[src/rtl/mult_share_arbiter.sv]
// Round-robin arbiter that shares one sequential multiplier between NREQ clients.
// Latches the winner's operands, pulses start, waits for done with a timeout guard.
//
// state  | meaning
// IDLE   | no job; choose next requester round-robin from rr_ptr
// ISSUE  | one cycle: grant pulse and multiplier start
// WAIT   | count cycles until mul_done or timeout
// RESP   | one cycle: response pulse to the winner, advance rr_ptr
module mult_share_arbiter #(
    parameter int WIDTH   = 4,
    parameter int NREQ    = 3,
    parameter int TIMEOUT = 32
) (
    input  logic                  clk,
    input  logic                  rst,
    input  logic [NREQ-1:0]       req,
    input  logic [NREQ*WIDTH-1:0] md_in,
    input  logic [NREQ*WIDTH-1:0] mr_in,
    output logic [NREQ-1:0]       gnt,
    output logic [NREQ-1:0]       rsp_valid,
    output logic [2*WIDTH-1:0]    rsp_product,
    output logic                  rsp_err,
    output logic                  busy,
    output logic                  mul_start,
    output logic [WIDTH-1:0]      mul_md,
    output logic [WIDTH-1:0]      mul_mr,
    input  logic                  mul_done,
    input  logic [2*WIDTH-1:0]    mul_product
);

    localparam int IW = $clog2(NREQ);
    localparam int CW = $clog2(TIMEOUT + 1);

    typedef enum logic [1:0] {S_IDLE, S_ISSUE, S_WAIT, S_RESP} state_t;

    state_t          state, state_nxt;
    logic [IW-1:0]   rr_ptr, winner, pick;
    logic            found;
    logic [CW-1:0]   cnt;
    logic            err_flag;
    logic            timeout_hit;
    logic [WIDTH-1:0] md_arr [NREQ];
    logic [WIDTH-1:0] mr_arr [NREQ];

    for (genvar i = 0; i < NREQ; i++) begin : g_unpack
        assign md_arr[i] = md_in[i*WIDTH +: WIDTH];
        assign mr_arr[i] = mr_in[i*WIDTH +: WIDTH];
    end

    // First set request at or above rr_ptr, wrapping past NREQ-1 back to 0.
    always_comb begin
        logic [IW:0]   sum;
        logic [IW-1:0] cand;
        found = 1'b0;
        pick  = '0;
        sum   = '0;
        cand  = '0;
        for (int k = 0; k < NREQ; k++) begin
            sum = {1'b0, rr_ptr} + (IW+1)'(k);
            if (sum >= (IW+1)'(NREQ)) begin
                sum = sum - (IW+1)'(NREQ);
            end
            cand = sum[IW-1:0];
            if (!found && req[cand]) begin
                found = 1'b1;
                pick  = cand;
            end
        end
    end

    assign timeout_hit = (cnt == CW'(TIMEOUT - 1));

    always_ff @(posedge clk) begin
        if (!rst) begin
            state <= S_IDLE;
        end else begin
            state <= state_nxt;
        end
    end

    always_comb begin
        state_nxt = state;
        case (state)
            S_IDLE:  if (found) state_nxt = S_ISSUE;
            S_ISSUE: state_nxt = S_WAIT;
            S_WAIT:  if (mul_done || timeout_hit) state_nxt = S_RESP;
            S_RESP:  state_nxt = S_IDLE;
            default: state_nxt = S_IDLE;
        endcase
    end

    always_comb begin
        gnt       = '0;
        rsp_valid = '0;
        mul_start = 1'b0;
        rsp_err   = 1'b0;
        busy      = (state != S_IDLE);
        case (state)
            S_ISSUE: begin
                gnt[winner] = 1'b1;
                mul_start   = 1'b1;
            end
            S_RESP: begin
                rsp_valid[winner] = 1'b1;
                rsp_err           = err_flag;
            end
            default: ;
        endcase
    end

    always_ff @(posedge clk) begin
        if (!rst) begin
            rr_ptr      <= '0;
            winner      <= '0;
            cnt         <= '0;
            mul_md      <= '0;
            mul_mr      <= '0;
            rsp_product <= '0;
            err_flag    <= 1'b0;
        end else begin
            case (state)
                S_IDLE: begin
                    if (found) begin
                        winner <= pick;
                        mul_md <= md_arr[pick];
                        mul_mr <= mr_arr[pick];
                    end
                end
                S_ISSUE: cnt <= '0;
                S_WAIT: begin
                    cnt <= cnt + 1'b1;
                    // Done takes priority over a simultaneous timeout.
                    if (mul_done) begin
                        rsp_product <= mul_product;
                        err_flag    <= 1'b0;
                    end else if (timeout_hit) begin
                        rsp_product <= '0;
                        err_flag    <= 1'b1;
                    end
                end
                S_RESP: rr_ptr <= (winner == IW'(NREQ - 1)) ? '0 : winner + 1'b1;
                default: ;
            endcase
        end
    end

endmodule
[config.mk]
export PLATFORM = sky130hd
export DESIGN_NAME = mult_share_arbiter
export DESIGN_NICKNAME = d
export VERILOG_FILES = /design/src/rtl/mult_share_arbiter.sv
export SDC_FILE = /design/constraint.sdc
export NUM_CORES = 1
export LEC_CHECK = 0
export BUFFER_PORTS_ARGS = -buffer_cell sky130_fd_sc_hd__buf_4
export CORE_MARGIN = 2
export CORE_UTILIZATION = 40
export CTS_CLUSTER_SIZE = 20
export DETAILED_ROUTE_END_ITERATION = 12
export PLACE_DENSITY = 0.68
export SLEW_MARGIN = 40
export SYNTH_ARGS = -nofsm -noshare
export SYNTH_HDL_FRONTEND = slang
export SYNTH_SLANG_ARGS = --single-unit
[constraint.sdc]
create_clock -name clk -period 2.35 [get_ports clk]
set_input_delay 0.235 -clock clk [delete_from_list [all_inputs] [get_ports clk]]
set_output_delay 0.235 -clock clk [all_outputs]
set_load 0.005 [all_outputs]
==> out/qor.csv <==
metric,value,unit
synth warn,0,
Setup-failing EPs final,0,
Tmin final,2.23,ns
Core Rows,23,
vias in the first global route,1285,
combinational fraction of design power,46.4,%
Mean Syn Cell Area,9.59,um^2
Critical R2R Capture,mul_md[3],
num ports,63,
critical path capture point type,register,
Worst Hold Path EP,mul_md[2],
post-route setup slack,0.125,ns
clk buf depth,2,
core outline area,0.00397,mm^2
Worst Tran Pin Value,0.576,ns
Place WS,0.0423,ns
worst setup path category,reg -> reg,
initial DRC count,33,
worst-path maximum fanout,6,
skew final,0.00382,ns
fin nets,291,
crit path DAT,2.40,ns
initial antenna violation count,0,
fin area,0.00231,mm^2
Hold Path Class,in -> reg,
post-place instance area,0.00216,mm^2
1st-pass router iterations,4,
fin cells,295,
Worst-path clk slew,0.07,ns
clk_lat worst skew,0.29,ns
DR vias/cell,5.09,
"Cell Area, Synth",0.00163,mm^2
Final Hold Fails,0,
initial core utilization,41.1,%
share of the yosys chip area belonging to registers,35.6,%
"top cells by area, synth","dfxtp_1 (36%), mux2i_1 (8.0%), ha_1 (6.9%)",
syn_nets,217,
post-synth top area cell,dfxtp_1,
Avg WL per Cell,12.6,um
CTS tree,built,
dpl hpwl,2750,um
Pwr Density,878,mW/mm^2
Die H,67.8,um
Final ANT Viol Nets,0,
Switch Pwr,710,uW
fraction of registers with async set/reset,0,%
crit path launch,rr_ptr[1],
gr usage total,16.2,%
synth-to-layout area growth,41.7,%
largest net degree at the start of global routing,20,
origin of the critical flop-to-flop path,rr_ptr[1],
DRC,0,
I/O Buffers,62,
Fmax,449,MHz
Worst IR Drop VDD,0.616,mV
DIE AREA,0.00460,mm^2
Commonest cells post-synth,"dfxtp_1 (29), mux2i_1 (13), nor2_1 (11), nor2b_1 (11), o21ai_1 (10)",
total grt overflow,0,
count of cell types in the netlist,41,
Cells after DPL,281,
CTS sink count,29,
startpoint types,register,
Internal Power,1320,uW
Reg2Reg Setup Slack,0.12,ns
number of diodes,0,
status,finished clean,
total wire length,3730,um
Lkg Pwr,0.00105,uW
clock root cell,clkbuf_8,
number of synthesized flops with an enable pin,0,
"Primary FF master, synth",dfxtp_1,
Hold Path Origin,md_in[10],
post-layout util,58.2,%
top-count cell post-synth,dfxtp_1,
Seq cells post-synth,29,
Flop pwr share,33.7,%
final slew viol count,0,
MaxCap Viol Count,0,
relative max-transition margin,61.3,%
cell count after synthesis,170,
top cell type's share of synthesized area,35.6,%
H-tree depth,2,
layout cells sized above 1,38.0,%
GP Congestion,0.792,
Tcrit/Tclk final,94.7,%
total CTS buffers,5,
Horiz. Die Dim,67.8,um
total number of vias,1501,
hold buffer count at cts,0,
CP required,2.52,ns
RSZ-0062 raised after global routing,yes,
Sw Share,35.0,%
Clock power frac,19.9,%
first-pass GRT wire length,5540,um
WHS Path Cells,3,
reg2reg path depth,9,
[per-layer routing]
layer	global-route usage, %	part of all wire (%)	routed length (um)	up-vias
met5	0	0	0	-
met4	6.75	1.6	59	0
met3	5.92	6.6	246	6
met2	25.1	49	1810	32
met1	20.3	43	1610	696
li1	-	-	-	767
[layout make-up]
| type | count | area (um^2) |
|---|---|---|
| clock inverter | 3 | 17.5 |
| inverter | 6 | 22.5 |
| clock buffer | 5 | 68.8 |
| timing repair buffer | 74 | 568 |
| multi-input combinational | 128 | 991 |
| fill | 367 | 1660 |
| tap | 50 | 62.6 |
| sequential | 29 | 581 |
[cells by family (layout without fill, tap and decap cells)]
| group | count (synthesis) | after routing | share of synthesized area, % |
|---|---|---|---|
| flip-flops | 29 | 29 | 35.6 |
| AND/OR/NAND/NOR | 53 | 53 | 19.0 |
| multiplexers | 16 | 16 | 11.2 |
| buffers and inverters | 13 | 88 | 3.91 |
| AO/OA/AOI/OAI | 46 | 46 | 21.3 |
| adder cells (fa/ha/maj) | 9 | 9 | 6.91 |
| XOR/XNOR | 4 | 4 | 2.15 |
[cell usage in the layout (no fill, tap or decap), types with 3 or more instances in the layout]
cell type,n
buf_4,73
dfxtp_1,29
mux2i_1,13
nor2_1,11
nor2b_1,11
o21ai_1,10
ha_1,9
a22oi_1,8
a32oi_1,8
nand2_1,7
inv_1,6
a21oi_1,5
clkbuf_8,5
and3b_1,4
and2_1,4
o21ai_0,4
nor3b_1,3
xor2_1,3
[registers in the layout, indices dropped and copies added, names as in the netlist]
register     flops
cnt              6
winner           2
rsp_product      8
err_flag         1
mul_md           4
state            2
rr_ptr           2
mul_mr           4
[worst max-delay path by stage]
stage	end	slack, ns	depth (start not counted)
global route	state[1]	-0.02	8
floorplan	mul_md[2]	0.18	9
detailed placement	mul_md[1]	0.04	8
finish	mul_md[3]	0.12	9
global placement	mul_md[3]	0.13	8
CTS	mul_mr[3]	0.02	8
[through the flow]
stage                     power, uW  TNS (ns)  hold WS, ns
after global placement         1560         0        0.453
after detailed placement       1570         0        0.460
final                          2030         0        0.189
after floorplan                1230         0        0.390
after global routing           2170   -0.0723        0.197
after CTS                      1990         0        0.184
[power groups by stage]
stage | Combinational, uW | Sequential [uW] | Clock, uW
2_1_floorplan | 541 | 686 | 0
6_report | 941 | 684 | 403
4_1_cts | 885 | 684 | 417
5_1_grt | 1030 | 700 | 435
3_3_place_gp | 873 | 691 | 0
3_5_place_dp | 881 | 693 | 0
[worst max-delay path, stage by stage, from the launching register on]
cell and delay (ns):
dfxtp_1 0.36, inv_1 0.08, ha_1 0.21, mux2_4 0.31
mux2_4 0.34, nor3_2 0.30, nor2_4 0.08, buf_4 0.15
a32oi_1 0.18, o21ai_1 0.08
[repair_timing]
item,4_1_cts,5_1_grt
setup endpoints to repair,0,8
setup buffers,0,6
gates resized for setup,0,1
Power figures use the tool's default switching activity.
